===== config.mk =====
export PLATFORM = sky130hd
export DESIGN_NAME = seven_seg_scanner
export DESIGN_NICKNAME = d
export VERILOG_FILES = /design/src/rtl/seven_seg_scanner.sv
export SDC_FILE = /design/constraint.sdc
export NUM_CORES = 1
export LEC_CHECK = 0
export ABC_AREA = 1
export CORE_UTILIZATION = 36
export CTS_CLUSTER_SIZE = 10
export DETAILED_ROUTE_END_ITERATION = 16
export SLEW_MARGIN = 10
export SYNTH_ARGS = -nofsm -noshare
export SYNTH_HDL_FRONTEND = slang
export SYNTH_SLANG_ARGS = --single-unit

===== constraint.sdc =====
create_clock -name clk -period 2.4 [get_ports clk]
set_clock_uncertainty 0.2 [all_clocks]
set_input_delay 0.24 -clock clk [delete_from_list [all_inputs] [get_ports clk]]
set_output_delay 0.24 -clock clk [all_outputs]
set_load 0.03 [all_outputs]

===== src/rtl/seven_seg_scanner.sv =====
// Time-multiplexed seven-segment driver: double-buffered digit store, BCD/hex decode,
// leading-zero suppression and a prescaled anode scan with anti-ghosting blanking.
module seven_seg_scanner #(
    parameter int NUM_DIGITS     = 4,
    parameter int CLK_DIV        = 50000,
    parameter int BLANK_CYC      = 2,
    parameter int ACTIVE_LOW_SEG = 0,
    parameter int ACTIVE_LOW_AN  = 1
) (
    input  logic                    clk,
    input  logic                    rst,
    input  logic [4*NUM_DIGITS-1:0] value,
    input  logic [NUM_DIGITS-1:0]   dp_in,
    input  logic                    load,
    input  logic                    hex_mode,
    input  logic                    lz_blank,
    input  logic                    enable,
    output logic [6:0]              seg,
    output logic                    dp,
    output logic [NUM_DIGITS-1:0]   an,
    output logic                    frame_done
);

    localparam int IDX_W = (NUM_DIGITS > 1) ? $clog2(NUM_DIGITS) : 1;
    localparam int PRE_W = $clog2(CLK_DIV);
    localparam logic [PRE_W-1:0] PRE_MAX   = PRE_W'(CLK_DIV - 1);
    localparam logic [PRE_W-1:0] BLANK_END = PRE_W'(BLANK_CYC);
    localparam logic [IDX_W-1:0] IDX_MAX   = IDX_W'(NUM_DIGITS - 1);

    logic [PRE_W-1:0]        pre_reg;
    logic [IDX_W-1:0]        idx_reg;
    logic [4*NUM_DIGITS-1:0] act_value_reg, pend_value_reg;
    logic [NUM_DIGITS-1:0]   act_dp_reg, pend_dp_reg;
    logic                    act_hex_reg, pend_hex_reg;
    logic                    act_lz_reg, pend_lz_reg;
    logic                    pend_flag_reg;
    logic [6:0]              seg_reg;
    logic                    dp_reg;
    logic [NUM_DIGITS-1:0]   an_reg;
    logic                    frame_done_reg;

    logic                    tick;
    logic                    wrap;
    logic [3:0]              nib [NUM_DIGITS];
    logic [NUM_DIGITS-1:0]   onehot;
    logic [NUM_DIGITS-1:0]   suppress;
    logic [3:0]              cur_nib;
    logic                    cur_sup;
    logic                    cur_dp;
    logic [6:0]              dec;
    logic [6:0]              seg_next;
    logic                    dp_next;
    logic [NUM_DIGITS-1:0]   an_next;

    assign tick = enable && (pre_reg == PRE_MAX);
    assign wrap = tick && (idx_reg == IDX_MAX);

    genvar gi;
    generate
        for (gi = 0; gi < NUM_DIGITS; gi++) begin : g_digit
            assign nib[gi]    = act_value_reg[gi*4 +: 4];
            assign onehot[gi] = (idx_reg == IDX_W'(gi));
        end
    endgenerate

    // Walk from the most significant digit down; a digit is a leading zero while
    // every nibble from the top down to it is zero. Digit 0 always shows.
    always_comb begin
        logic zero_run;
        zero_run = 1'b1;
        suppress = '0;
        for (int i = NUM_DIGITS - 1; i >= 0; i--) begin
            zero_run    = zero_run && (nib[i] == 4'd0);
            suppress[i] = act_lz_reg && zero_run && (i != 0);
        end
    end

    always_comb begin
        cur_nib = 4'd0;
        cur_sup = 1'b0;
        cur_dp  = 1'b0;
        for (int i = 0; i < NUM_DIGITS; i++) begin
            if (onehot[i]) begin
                cur_nib = nib[i];
                cur_sup = suppress[i];
                cur_dp  = act_dp_reg[i];
            end
        end
    end

    always_comb begin
        dec = 7'b0000000;
        case (cur_nib)
            4'h0: dec = 7'b1111110;
            4'h1: dec = 7'b0110000;
            4'h2: dec = 7'b1101101;
            4'h3: dec = 7'b1111001;
            4'h4: dec = 7'b0110011;
            4'h5: dec = 7'b1011011;
            4'h6: dec = 7'b1011111;
            4'h7: dec = 7'b1110000;
            4'h8: dec = 7'b1111111;
            4'h9: dec = 7'b1111011;
            4'hA: dec = 7'b1110111;
            4'hB: dec = 7'b0011111;
            4'hC: dec = 7'b1001110;
            4'hD: dec = 7'b0111101;
            4'hE: dec = 7'b1001111;
            4'hF: dec = 7'b1000111;
            default: dec = 7'b0000000;
        endcase
        if (!act_hex_reg && (cur_nib > 4'd9)) begin
            dec = 7'b0000000;
        end
    end

    always_comb begin
        seg_next = 7'b0000000;
        dp_next  = 1'b0;
        an_next  = '0;
        if (enable) begin
            seg_next = cur_sup ? 7'b0000000 : dec;
            dp_next  = cur_dp;
            an_next  = (pre_reg < BLANK_END) ? '0 : onehot;
        end
    end

    always_ff @(posedge clk or posedge rst) begin
        if (rst) begin
            pre_reg        <= '0;
            idx_reg        <= '0;
            act_value_reg  <= '0;
            act_dp_reg     <= '0;
            act_hex_reg    <= 1'b0;
            act_lz_reg     <= 1'b0;
            pend_value_reg <= '0;
            pend_dp_reg    <= '0;
            pend_hex_reg   <= 1'b0;
            pend_lz_reg    <= 1'b0;
            pend_flag_reg  <= 1'b0;
            seg_reg        <= 7'b0000000;
            dp_reg         <= 1'b0;
            an_reg         <= '0;
            frame_done_reg <= 1'b0;
        end else begin
            if (tick) begin
                pre_reg <= '0;
                idx_reg <= (idx_reg == IDX_MAX) ? '0 : idx_reg + 1'b1;
            end else if (enable) begin
                pre_reg <= pre_reg + 1'b1;
            end

            frame_done_reg <= wrap;

            // A load landing on the wrap edge bypasses the pending buffer entirely.
            if (wrap && load) begin
                act_value_reg <= value;
                act_dp_reg    <= dp_in;
                act_hex_reg   <= hex_mode;
                act_lz_reg    <= lz_blank;
                pend_flag_reg <= 1'b0;
            end else if (wrap && pend_flag_reg) begin
                act_value_reg <= pend_value_reg;
                act_dp_reg    <= pend_dp_reg;
                act_hex_reg   <= pend_hex_reg;
                act_lz_reg    <= pend_lz_reg;
                pend_flag_reg <= 1'b0;
            end else if (load) begin
                pend_value_reg <= value;
                pend_dp_reg    <= dp_in;
                pend_hex_reg   <= hex_mode;
                pend_lz_reg    <= lz_blank;
                pend_flag_reg  <= 1'b1;
            end

            seg_reg <= seg_next;
            dp_reg  <= dp_next;
            an_reg  <= an_next;
        end
    end

    // Registers hold active-high levels, so reset lands on the inactive pin level.
    assign seg        = (ACTIVE_LOW_SEG != 0) ? ~seg_reg : seg_reg;
    assign dp         = (ACTIVE_LOW_SEG != 0) ? ~dp_reg  : dp_reg;
    assign an         = (ACTIVE_LOW_AN  != 0) ? ~an_reg  : an_reg;
    assign frame_done = frame_done_reg;

endmodule


==> metrics, run 1 <==
outcome completed; Pwr Total 3.34 mW; final HPWL from detailed placement 6710 um; crit path max fanout 7; crit path kind reg2reg; reg-to-reg startpoint idx_reg[1]; max-slew violations 0; CTS sink count 76; FF+latch area 1900 um2; FMAX 449 MHz; worst-margin pin slew 0.660 ns; Mean Syn Cell Area 7.07 um2; 1st-iter DRT viols 225; DIE AREA 12,100 um2; commonest non-fill, non-tap cell in the layout nand2_1; GRT Util Overall 17.2%; total CTS buffers 9; Clk pin slew, worst setup/hold paths 0.06 ns; reg2reg setup slack 0.17 ns; Max stage delay on crit path 0.39 ns; GRT Residual Overflow 0; worst-case clock buffer depth 2; layout cell share with drive strength beyond 1 7.50%; post-synth top area share 45.3%; cell repeated most along the worst path nand2_1; DR vias/cell 4.68; vias in the first global route 3,441; synthesized flop and latch total 76; Static Leak 2.81 nW; fill count 1,149; CTS tree yes; standard-cell rows 39; Die Ht 110 um; antenna violations before repair 0; maxcap violations 0; DRC 0; Top Metal Used met4; Setup Viol. Count Final 0; post-synth top area cell dfrtp_1; Crit-path slowest cell dfrtp_1; Worst setup EP type register; maximum vdd drop 0.461 mV; CTS Root Cell clkbuf_16; Area growth syn-to-layout 21.7%; part of the Yosys area used for sequential elements 45.3%; startpoint types register; Syn Nets 630; R2R cell count 14; RR Endpoint seg[5]; met2 WL 4230 um; post-route cell area 5100 um2; largest net degree at the start of global routing 77; IO Count 39; M1 WL 4490 um; IO buf count 38; synth unique cells 25; critical path arrival 2.27 ns; core area 11,400 um2; Clock H-tree levels 3; synthesis warning total 0; CP required 2.44 ns; first-pass GRT wire length 15,900 um; most frequent cells in the layout 213 x nand2_1, 76 x dfrtp_1, 75 x nor2_1, 70 x inv_1, 51 x nand3_1; dpl cell area 4770 um2; setup TNS 0 ns; Pwr Density 655 nW/um2; Clock Latency Late Sink 0.34 ns; Gate Count Post-Synth 593; die width 110 um; Vias 3,661; Tcrit/Tclk final 92.9%; multi-input logic area 1930 um2; Final Critical Period 2.23 ns; cell count after placement 766; GPL Wtd Cong 0.871; final hold vios 0; DR WL/cell 11.9 um; Rel. slew slack 56.0%; met3 WL 451 um; sequence of cells on the critical path inv_1, ha_2, inv_1, nand3_1, nand2_1, a21oi_1, buf_4, ha_1, inv_1, nand2_1, nand2_1, nand2_1, nand2_1, inv_1; fin nets 672; Hold Crit Class in2async; ANT nets after route 0; DR pass1 iterations 6; Starting Density 36.9%; Post-Syn Area 4190 um2; synth top area cells dfrtp_1 45%, nand2_1 19%, nor2_1 6.7%; final hold slack 0.0971 ns; WL final 9300 um; antenna cells 0; final non-filler cell total 783
[per-layer routing]
metal	global-route usage [%]	up-vias
li1	-	1917
met1	22.3	1641
met2	27.0	91
met3	5.22	12
met4	6.48	0
met5	0	-
[power breakdown]
| part | leakage (nW) | internal (mW) | switching (mW) | total, mW |
|---|---|---|---|---|
| combinational | 1.68 | 0.164 | 0.258 | 0.422 |
| clock | 0.157 | 0.912 | 0.531 | 1.44 |
| sequential | 0.970 | 1.38 | 0.0966 | 1.48 |
[worst max-delay path by stage]
stage               start             to  slack [ns]  depth (start not counted)
6_report       idx_reg[1]         seg[5]        0.17                         14
4_1_cts        idx_reg[1]         seg[1]        0.01                         14
3_5_place_dp   idx_reg[1]         seg[1]        0.01                         14
5_1_grt        idx_reg[0]         seg[1]      -0.002                         13
2_1_floorplan         rst  act_dp_reg[0]        0.02                          1
3_3_place_gp   idx_reg[1]         seg[3]        0.14                         14
[area by class of cell]
type	count	share of cell area, %
inverter	75	5.51
tap	143	3.50
clock inverter	6	1.72
timing repair buffer	50	9.71
sequential	76	37.3
clock buffer	10	4.49
multi-input combinational	423	37.8
[stage by stage]
step	setup slack (ns)	util, %
3_5_place_dp	0.0121	41.9
5_1_grt	-0.00232	44.9
3_3_place_gp	0.138	41.9
4_1_cts	0.0104	44.7
2_1_floorplan	0.0217	-
6_report	0.171	44.9
[synthesized netlist by cell type]
master / instances
nand2_1: 214
dfrtp_1: 76
nor2_1: 75
inv_1: 73
nand3_1: 52
o21ai_0: 18
a21oi_1: 12
ha_1: 11
nand4_1: 11
nor3_1: 11
clkbuf_1: 8
buf_2: 7
nand2_2: 3
nor4_1: 3
or2_2: 3
xor2_1: 3
buf_1: 2
buf_6: 2
inv_2: 2
nand2_4: 2
nand3_2: 1
nand4_2: 1
nor3_4: 1
nor3b_1: 1
o21a_1: 1
[logic make-up after synthesis]
group                      synth area share [%]
buffers and inverters                      8.98
adders and majority gates                  3.28
AOI/OAI and AO/OA                          3.76
DFF                                        45.3
xor gates and xnor gates                  0.627
and+or+nand+nor                            38.0
[critical path, delay by kind of cell (launching register included)]
family | cells | cell delay (ns)
AOI/OAI and AO/OA | 1 | 0.18
adders and majority gates | 2 | 0.45
buffers and inverters | 5 | 0.47
DFF | 1 | 0.39
and+or+nand+nor | 6 | 0.42
[what timing repair did]
item | 4_1_cts | 5_1_grt
resized for setup | 0 | 7
hold buffers | 0 | 0
setup endpoints to repair | 0 | 7
setup buffers | 0 | 1
Power figures use the tool's default switching activity.
==> run 2: changes to the inputs <==
--- a/config.mk
+++ b/config.mk
@@ -6,9 +6,11 @@
 export NUM_CORES = 1
 export LEC_CHECK = 0
 export ABC_AREA = 1
+export ABC_CLOCK_PERIOD_IN_PS = 2400
 export CORE_UTILIZATION = 36
 export CTS_CLUSTER_SIZE = 10
 export DETAILED_ROUTE_END_ITERATION = 16
+export HOLD_SLACK_MARGIN = 0.06
 export SLEW_MARGIN = 10
 export SYNTH_ARGS = -nofsm -noshare
 export SYNTH_HDL_FRONTEND = slang
==> results of run 2 <==
No change in the layout: final DEF, timing and power equal those of run 1.
==> run 3: changes to the inputs <==
--- a/config.mk
+++ b/config.mk
@@ -6,7 +6,7 @@
 export NUM_CORES = 1
 export LEC_CHECK = 0
 export ABC_AREA = 1
-export ABC_CLOCK_PERIOD_IN_PS = 2400
+export ABC_CLOCK_PERIOD_IN_PS = 1900
 export CORE_UTILIZATION = 36
 export CTS_CLUSTER_SIZE = 10
 export DETAILED_ROUTE_END_ITERATION = 16
==> constraint.sdc (replaced) <==
create_clock -name clk -period 1.9 [get_ports clk]
set_clock_uncertainty 0.2 [all_clocks]
set_input_delay 0.19 -clock clk [delete_from_list [all_inputs] [get_ports clk]]
set_output_delay 0.19 -clock clk [all_outputs]
set_load 0.03 [all_outputs]
==> run 3 against run 2 <==
  * The run now ends with negative setup slack left
  * Count of clock-buffer cells in the layout rose by 1
  * Utilization rose by 12 points
  * Combinational power rose by 77%
  * Fmax rose by 6.3%
  * Hold slack improved by 0.0040 ns
  * Power rose by 36%
  * Die area did not move
  * Highest routed layer unchanged
==> metrics, run 3 (synthesis results as in run 1) <==
final hold vios 0; GRT Util Overall 18.8%; final HPWL from detailed placement 7120 um; vias in the first global route 3,630; worst-case clock buffer depth 2; Clk pin slew, worst setup/hold paths 0.06 ns; CP required 1.98 ns; Die Ht 110 um; Vias 4,167; DRC 0; fill count 1,011; Final Util 56.5%; Tcrit/Tclk final 110%; DR pass1 iterations 5; Pwr Density 706 nW/um2; Rel. slew slack 71.7%; Final WS setup -0.196 ns; maximum vdd drop 0.558 mV; largest net degree at the start of global routing 77; Area growth syn-to-layout 53.2%; die width 110 um; Static Leak 3.26 nW; antenna cells 0; max-slew violations 0; Starting Density 36.9%; Setup Viol. Count Final 48; Worst setup EP type register; commonest non-fill, non-tap cell in the layout nand2_1; Hold Crit Class in2async; fin nets 736; failing checks negative setup slack; GPL Wtd Cong 0.861; Final Critical Period 2.10 ns; critical path arrival 2.17 ns; CTS tree yes; DR WL/cell 14.4 um; IO Count 39; DIE AREA 12,100 um2; Clock H-tree levels 3; WL final 12,200 um; GRT Residual Overflow 0; DR vias/cell 4.92; RSZ-0062 raised after global routing true; total CTS buffers 9; CTS sink count 76; FMAX 477 MHz; maxcap violations 0; most frequent cells in the layout 171 x nand2_1, 74 x dfrtp_1, 63 x inv_1, 49 x buf_4, 47 x nor2_1; worst-margin pin slew 0.425 ns; cts hold-fix bufs 0; layout cell share with drive strength beyond 1 32.7%; first-pass GRT wire length 17,400 um; ANT nets after route 0; reg2reg setup slack -0.20 ns; crit path kind reg2reg; Clock Latency Late Sink 0.35 ns; Pwr Total 4.54 mW; antenna violations before repair 0; outcome finished with violations; CTS Root Cell clkbuf_16; 1st-iter DRT viols 205; startpoint types register; IO buf count 38; core area 11,400 um2; crit path max fanout 6; standard-cell rows 39
==> run 3: cell count changes in the layout (fill, tap and decap cells not counted), sizes merged <==
| cell | before | now |
|---|---|---|
| nand2 | 219 | 220 |
| buf | 12 | 70 |
| clkinv | 3 | 1 |
| clkinvlp | 0 | 3 |
| inv | 76 | 74 |
| clkbuf | 10 | 16 |
==> run 3: area by class of cell <==
class                      instances  area [um2]  area share, %
multi-input combinational        424        2550           39.7
sequential                        76        1900           29.6
timing repair buffer             113        1160           18.0
inverter                          75         298           4.63
clock buffer                      11         253           3.93
tap                              143         179           2.78
clock inverter                     5        83.8           1.30
==> run 3: path summary, 6_finish.rpt <==
| check | from | endpoint | cells after the start |
|---|---|---|---|
| max in group asynchronous | rst | idx_reg[1] | 3 |
| hold / removal | rst | pre_reg[9] | 3 |
| min in group clk | value[6] | pend_value_reg[6] | 3 |
| setup reg to reg | idx_reg[1] | seg[1] | 12 |
| hold reg to reg | pend_value_reg[10] | pend_value_reg[10] | 2 |
| setup / recovery | idx_reg[1] | seg[1] | 12 |
==> run 3: critical path, cell delays in order, from the launching register on <==
cell and delay [ns]:
dfrtp_2 0.44, inv_4 0.07, ha_4 0.18, a21oi_2 0.16, nand2_2 0.11, a21oi_4 0.18
ha_2 0.20, inv_2 0.04, nand2_2 0.06, nand2_1 0.07, nand3_2 0.09, nand3_4 0.11
nor2_1 0.10
==> run 3: power by group <==
group          total [mW]  internal [mW]  leakage [nW]  switching, mW
clock                1.93           1.22         0.158          0.710
combinational       0.748          0.322          2.14          0.426
sequential           1.86           1.74         0.968          0.112
==> run 3: per-layer routing <==
layer  global-route usage (%)  vias up  share of wire [%]
met4                     9.24        0                2.0
li1                         -     2063                  -
met2                     29.1      105                 51
met1                     25.6     1984                 43
met5                        0        -                  0
met3                     2.73       15                4.0
==> run 3: through the flow <==
step | hold WS, ns | cell area, um2 | setup TNS (ns) | setup slack, ns | cells
4_1_cts | 0.129 | 5560 | -0.963 | -0.164 | 822
3_5_place_dp | 0.258 | 5120 | -1.78 | -0.281 | 801
5_1_grt | 0.153 | 6430 | -7.06 | -0.298 | 847
2_1_floorplan | 0.135 | 4260 | -0.652 | -0.100 | 593
6_report | 0.101 | 6430 | -2.64 | -0.196 | 847
3_3_place_gp | 0.253 | 5120 | -1.39 | -0.210 | 801
==> run 3: timing repair <==
action	in CTS	in global routing
endpoints found under the setup margin	7	55
cloned	0	12
pin swaps	13	69
setup buffers	5	14
gates resized for setup	18	160
==> RTL change (settings of run 3) <==
Register the inputs `value`, `dp_in`, `load`, `hex_mode`, `lz_blank` and `enable` before use, with the module's reset. The logic sees them one clock later.
--- a/src/rtl/seven_seg_scanner.sv
+++ b/src/rtl/seven_seg_scanner.sv
@@ -27,6 +27,31 @@
     localparam logic [PRE_W-1:0] BLANK_END = PRE_W'(BLANK_CYC);
     localparam logic [IDX_W-1:0] IDX_MAX   = IDX_W'(NUM_DIGITS - 1);
 
+    logic [4*NUM_DIGITS-1:0] value_q;
+    logic [NUM_DIGITS-1:0] dp_q;
+    logic load_q;
+    logic hex_mode_q;
+    logic lz_blank_q;
+    logic enable_q;
+
+    always_ff @(posedge clk or posedge rst) begin
+        if (rst) begin
+            value_q    <= '0;
+            dp_q       <= '0;
+            load_q     <= '0;
+            hex_mode_q <= '0;
+            lz_blank_q <= '0;
+            enable_q   <= '0;
+        end else begin
+            value_q    <= value;
+            dp_q       <= dp_in;
+            load_q     <= load;
+            hex_mode_q <= hex_mode;
+            lz_blank_q <= lz_blank;
+            enable_q   <= enable;
+        end
+    end
+
     logic [PRE_W-1:0]        pre_reg;
     logic [IDX_W-1:0]        idx_reg;
     logic [4*NUM_DIGITS-1:0] act_value_reg, pend_value_reg;
@@ -52,7 +77,7 @@
     logic                    dp_next;
     logic [NUM_DIGITS-1:0]   an_next;
 
-    assign tick = enable && (pre_reg == PRE_MAX);
+    assign tick = enable_q && (pre_reg == PRE_MAX);
     assign wrap = tick && (idx_reg == IDX_MAX);
 
     genvar gi;
@@ -118,7 +143,7 @@
         seg_next = 7'b0000000;
         dp_next  = 1'b0;
         an_next  = '0;
-        if (enable) begin
+        if (enable_q) begin
             seg_next = cur_sup ? 7'b0000000 : dec;
             dp_next  = cur_dp;
             an_next  = (pre_reg < BLANK_END) ? '0 : onehot;
@@ -146,18 +171,18 @@
             if (tick) begin
                 pre_reg <= '0;
                 idx_reg <= (idx_reg == IDX_MAX) ? '0 : idx_reg + 1'b1;
-            end else if (enable) begin
+            end else if (enable_q) begin
                 pre_reg <= pre_reg + 1'b1;
             end
 
             frame_done_reg <= wrap;
 
             // A load landing on the wrap edge bypasses the pending buffer entirely.
-            if (wrap && load) begin
-                act_value_reg <= value;
-                act_dp_reg    <= dp_in;
-                act_hex_reg   <= hex_mode;
-                act_lz_reg    <= lz_blank;
+            if (wrap && load_q) begin
+                act_value_reg <= value_q;
+                act_dp_reg    <= dp_q;
+                act_hex_reg   <= hex_mode_q;
+                act_lz_reg    <= lz_blank_q;
                 pend_flag_reg <= 1'b0;
             end else if (wrap && pend_flag_reg) begin
                 act_value_reg <= pend_value_reg;
@@ -165,11 +190,11 @@
                 act_hex_reg   <= pend_hex_reg;
                 act_lz_reg    <= pend_lz_reg;
                 pend_flag_reg <= 1'b0;
-            end else if (load) begin
-                pend_value_reg <= value;
-                pend_dp_reg    <= dp_in;
-                pend_hex_reg   <= hex_mode;
-                pend_lz_reg    <= lz_blank;
+            end else if (load_q) begin
+                pend_value_reg <= value_q;
+                pend_dp_reg    <= dp_q;
+                pend_hex_reg   <= hex_mode_q;
+                pend_lz_reg    <= lz_blank_q;
                 pend_flag_reg  <= 1'b1;
             end
 
Formal check against the unedited RTL: not equivalent (Yosys sat finds a counterexample within 4 cycles, from zero or initial values and one cycle with rst high).
==> RTL change against run 3 <==
The flow still finishes with violations (setup timing); sequential cell count grew 24; synthesized area rose by 16%; critical path depth rose by 3; total power up 3.3%; critical endpoint is now seg[5]; routed wire length shrank 12%; combinational power is 17% lower; design area down 0.78%; setup slack worse by 0.020 ns; non-clock buffer count down 26; die area grew 16%; utilization decreased by 8.2 points.
==> RTL change: results (changes against run 3) <==
stage;metric;value;unit;change
outcome;outcome;finished with violations;;
outcome;violations;setup timing;;
timing;setup_ws;-0.216;ns;-0.0201 ns
route;vias_per_cell;4.62;;-6.1%
cts;htree_levels;3;;unchanged
hold_path;worstHoldPathCells;1;;
route;drt_iter0_markers;246;;+20%
critical_path;worst_path_largest_cell_delay;0.47;ns;+0.03 ns
yosys;syn_nets;634;;+0.63%
yosys;synth_area_leaders;dfrtp_1, nand2_1, inv_1;;
yosys;synthCells;597;;+0.67%
critical_path;critPathMaxFanout;5;;-1
timing;worst_pin_slew;0.514;ns;+0.0894 ns
pwr;p_int;3410;uW;+3.6%
yosys;synth_seq_area_share;51.4;%;+6.1 points
route;wl_met3;576;microns;+17%
route;routed_wl;10.7;mm;-12%
critical_path;path_delay_family;simple AND/OR/NAND/NOR gates;;
route;met1_length;4.73;mm;-10%
place;dp_slack;-0.240;ns;+0.0414 ns
global_routing;grt_max_degree;101;;+31%
place;dp_cells;827;;+3.2%
critical_path;reg2reg_from;idx_reg[1];;
hold_path;min_from;value[7];;
place;portBuffers;38;;unchanged
hold_path;hold_class;in2reg;;
route;wl_met2;5.17;mm;-16%
critical_path;rr_worst_depth;15;;+3
cts;clk_transition_reported_paths;0.07;ns;
global_routing;grtUsageTotal;15.6;%;-3.2 points
global_routing;grt_pass1_wl;17.7;mm;+1.7%
global_routing;grt_pass1_vias;3917;;+7.9%
critical_path;r2r_end;seg[5];;
pwr;leakage;0.00321;uW;-1.7%
critical_path;timing.reg2reg.setup_slack;-0.22;ns;-0.02 ns
yosys;ys.flop_type;dfrtp_1;;
cts;clock_path_buffers;2;;unchanged
yosys;ys_types;34;;+36%
hold_path;min_to;value_q[7];;
route;drtPass1Iterations;6;;+1
pwr;vdd.ir_drop.worst;0.529;mV;-5.2%
yosys;synth_commonest_cells;nand2_1, dfrtp_1, inv_1;;
place;dp_hpwl;6.86;mm;-3.7%
final_layout;nets;718;;-2.4%
final_layout;fillers;1264;;+25%
route;dr_total_vias;3976;;-4.6%
cts;cts_root_buf;clkbuf_16;;
timing;setup_violations;11;;-77%
final_layout;drive_gt1_share;19.7;%;-13 points
critical_path;critical_path_arrival;2.16;ns;
place;place.gp.congestion;0.876;;+1.8%
[RTL change: worst max-delay path by stage]
stage / from / to / slack (ns)
finish: idx_reg[1] / seg[5] / -0.22
CTS: idx_reg[0] / seg[1] / -0.19
floorplan: idx_reg[1] / seg[1] / -0.10
detailed placement: idx_reg[1] / seg[3] / -0.24
global route: idx_reg[0] / seg[5] / -0.32
global placement: idx_reg[0] / seg[1] / -0.14
[RTL change: per-stage QoR]
stage / utilization, % / power (uW) / hold WS (ns) / cell area (sq um) / setup TNS, ns
detailed placement: 43.1 / 2980 / 0.265 / 5680 / -1.55
global route: 48.3 / 4960 / 0.0638 / 6380 / -5.21
CTS: 46.1 / 4730 / 0.0608 / 6080 / -1.22
floorplan: - / 2770 / 0.0214 / 4930 / -0.662
global placement: 43.1 / 2970 / 0.265 / 5680 / -0.955
finish: 48.3 / 4690 / 0.0694 / 6380 / -1.33
[RTL change: timing repair]
item                                    CTS  global route
endpoints found under the setup margin   10            59
gates cloned                              0             3
endpoints found under the hold margin     4             2
pin swaps                                14            22
gates resized for setup                  19            46
buffers inserted                          2             8
hold buffers                              4             2
[RTL change: per-layer routing]
metal	track usage, %	vias to the layer above
li1	-	2020
met1	19.2	1856
met2	26.0	84
met3	4.10	16
met4	6.33	0
met5	0	-
[RTL change: power groups by stage]
stage / combinational, uW / sequential, uW / clock, uW
floorplan: 369 / 2400 / 0
global placement: 579 / 2390 / 0
detailed placement: 593 / 2390 / 0
CTS: 602 / 2350 / 1770
global route: 718 / 2370 / 1860
finish: 623 / 2360 / 1710
[RTL change: final cells by class]
class                   count  share of cell area [%]
clock buffers               9                    3.53
clock inverters             6                   0.746
inverters                  94                    5.95
multi-input cells         389                    34.3
flip-flops and latches    100                    39.3
well taps                 176                    3.45
repair buffers             87                    12.7
[RTL change: cell families (layout without fill, tap and decap cells)]
| family | Yosys count | in the layout | share of synthesized area, % |
|---|---|---|---|
| AND/OR/NAND/NOR | 320 | 323 | 29.6 |
| buffers and inverters | 111 | 196 | 10.0 |
| flip-flops | 100 | 100 | 51.4 |
| AO/OA/AOI/OAI | 51 | 51 | 5.37 |
| adder cells (fa/ha/maj) | 11 | 11 | 2.83 |
| XOR/XNOR | 4 | 4 | 0.720 |
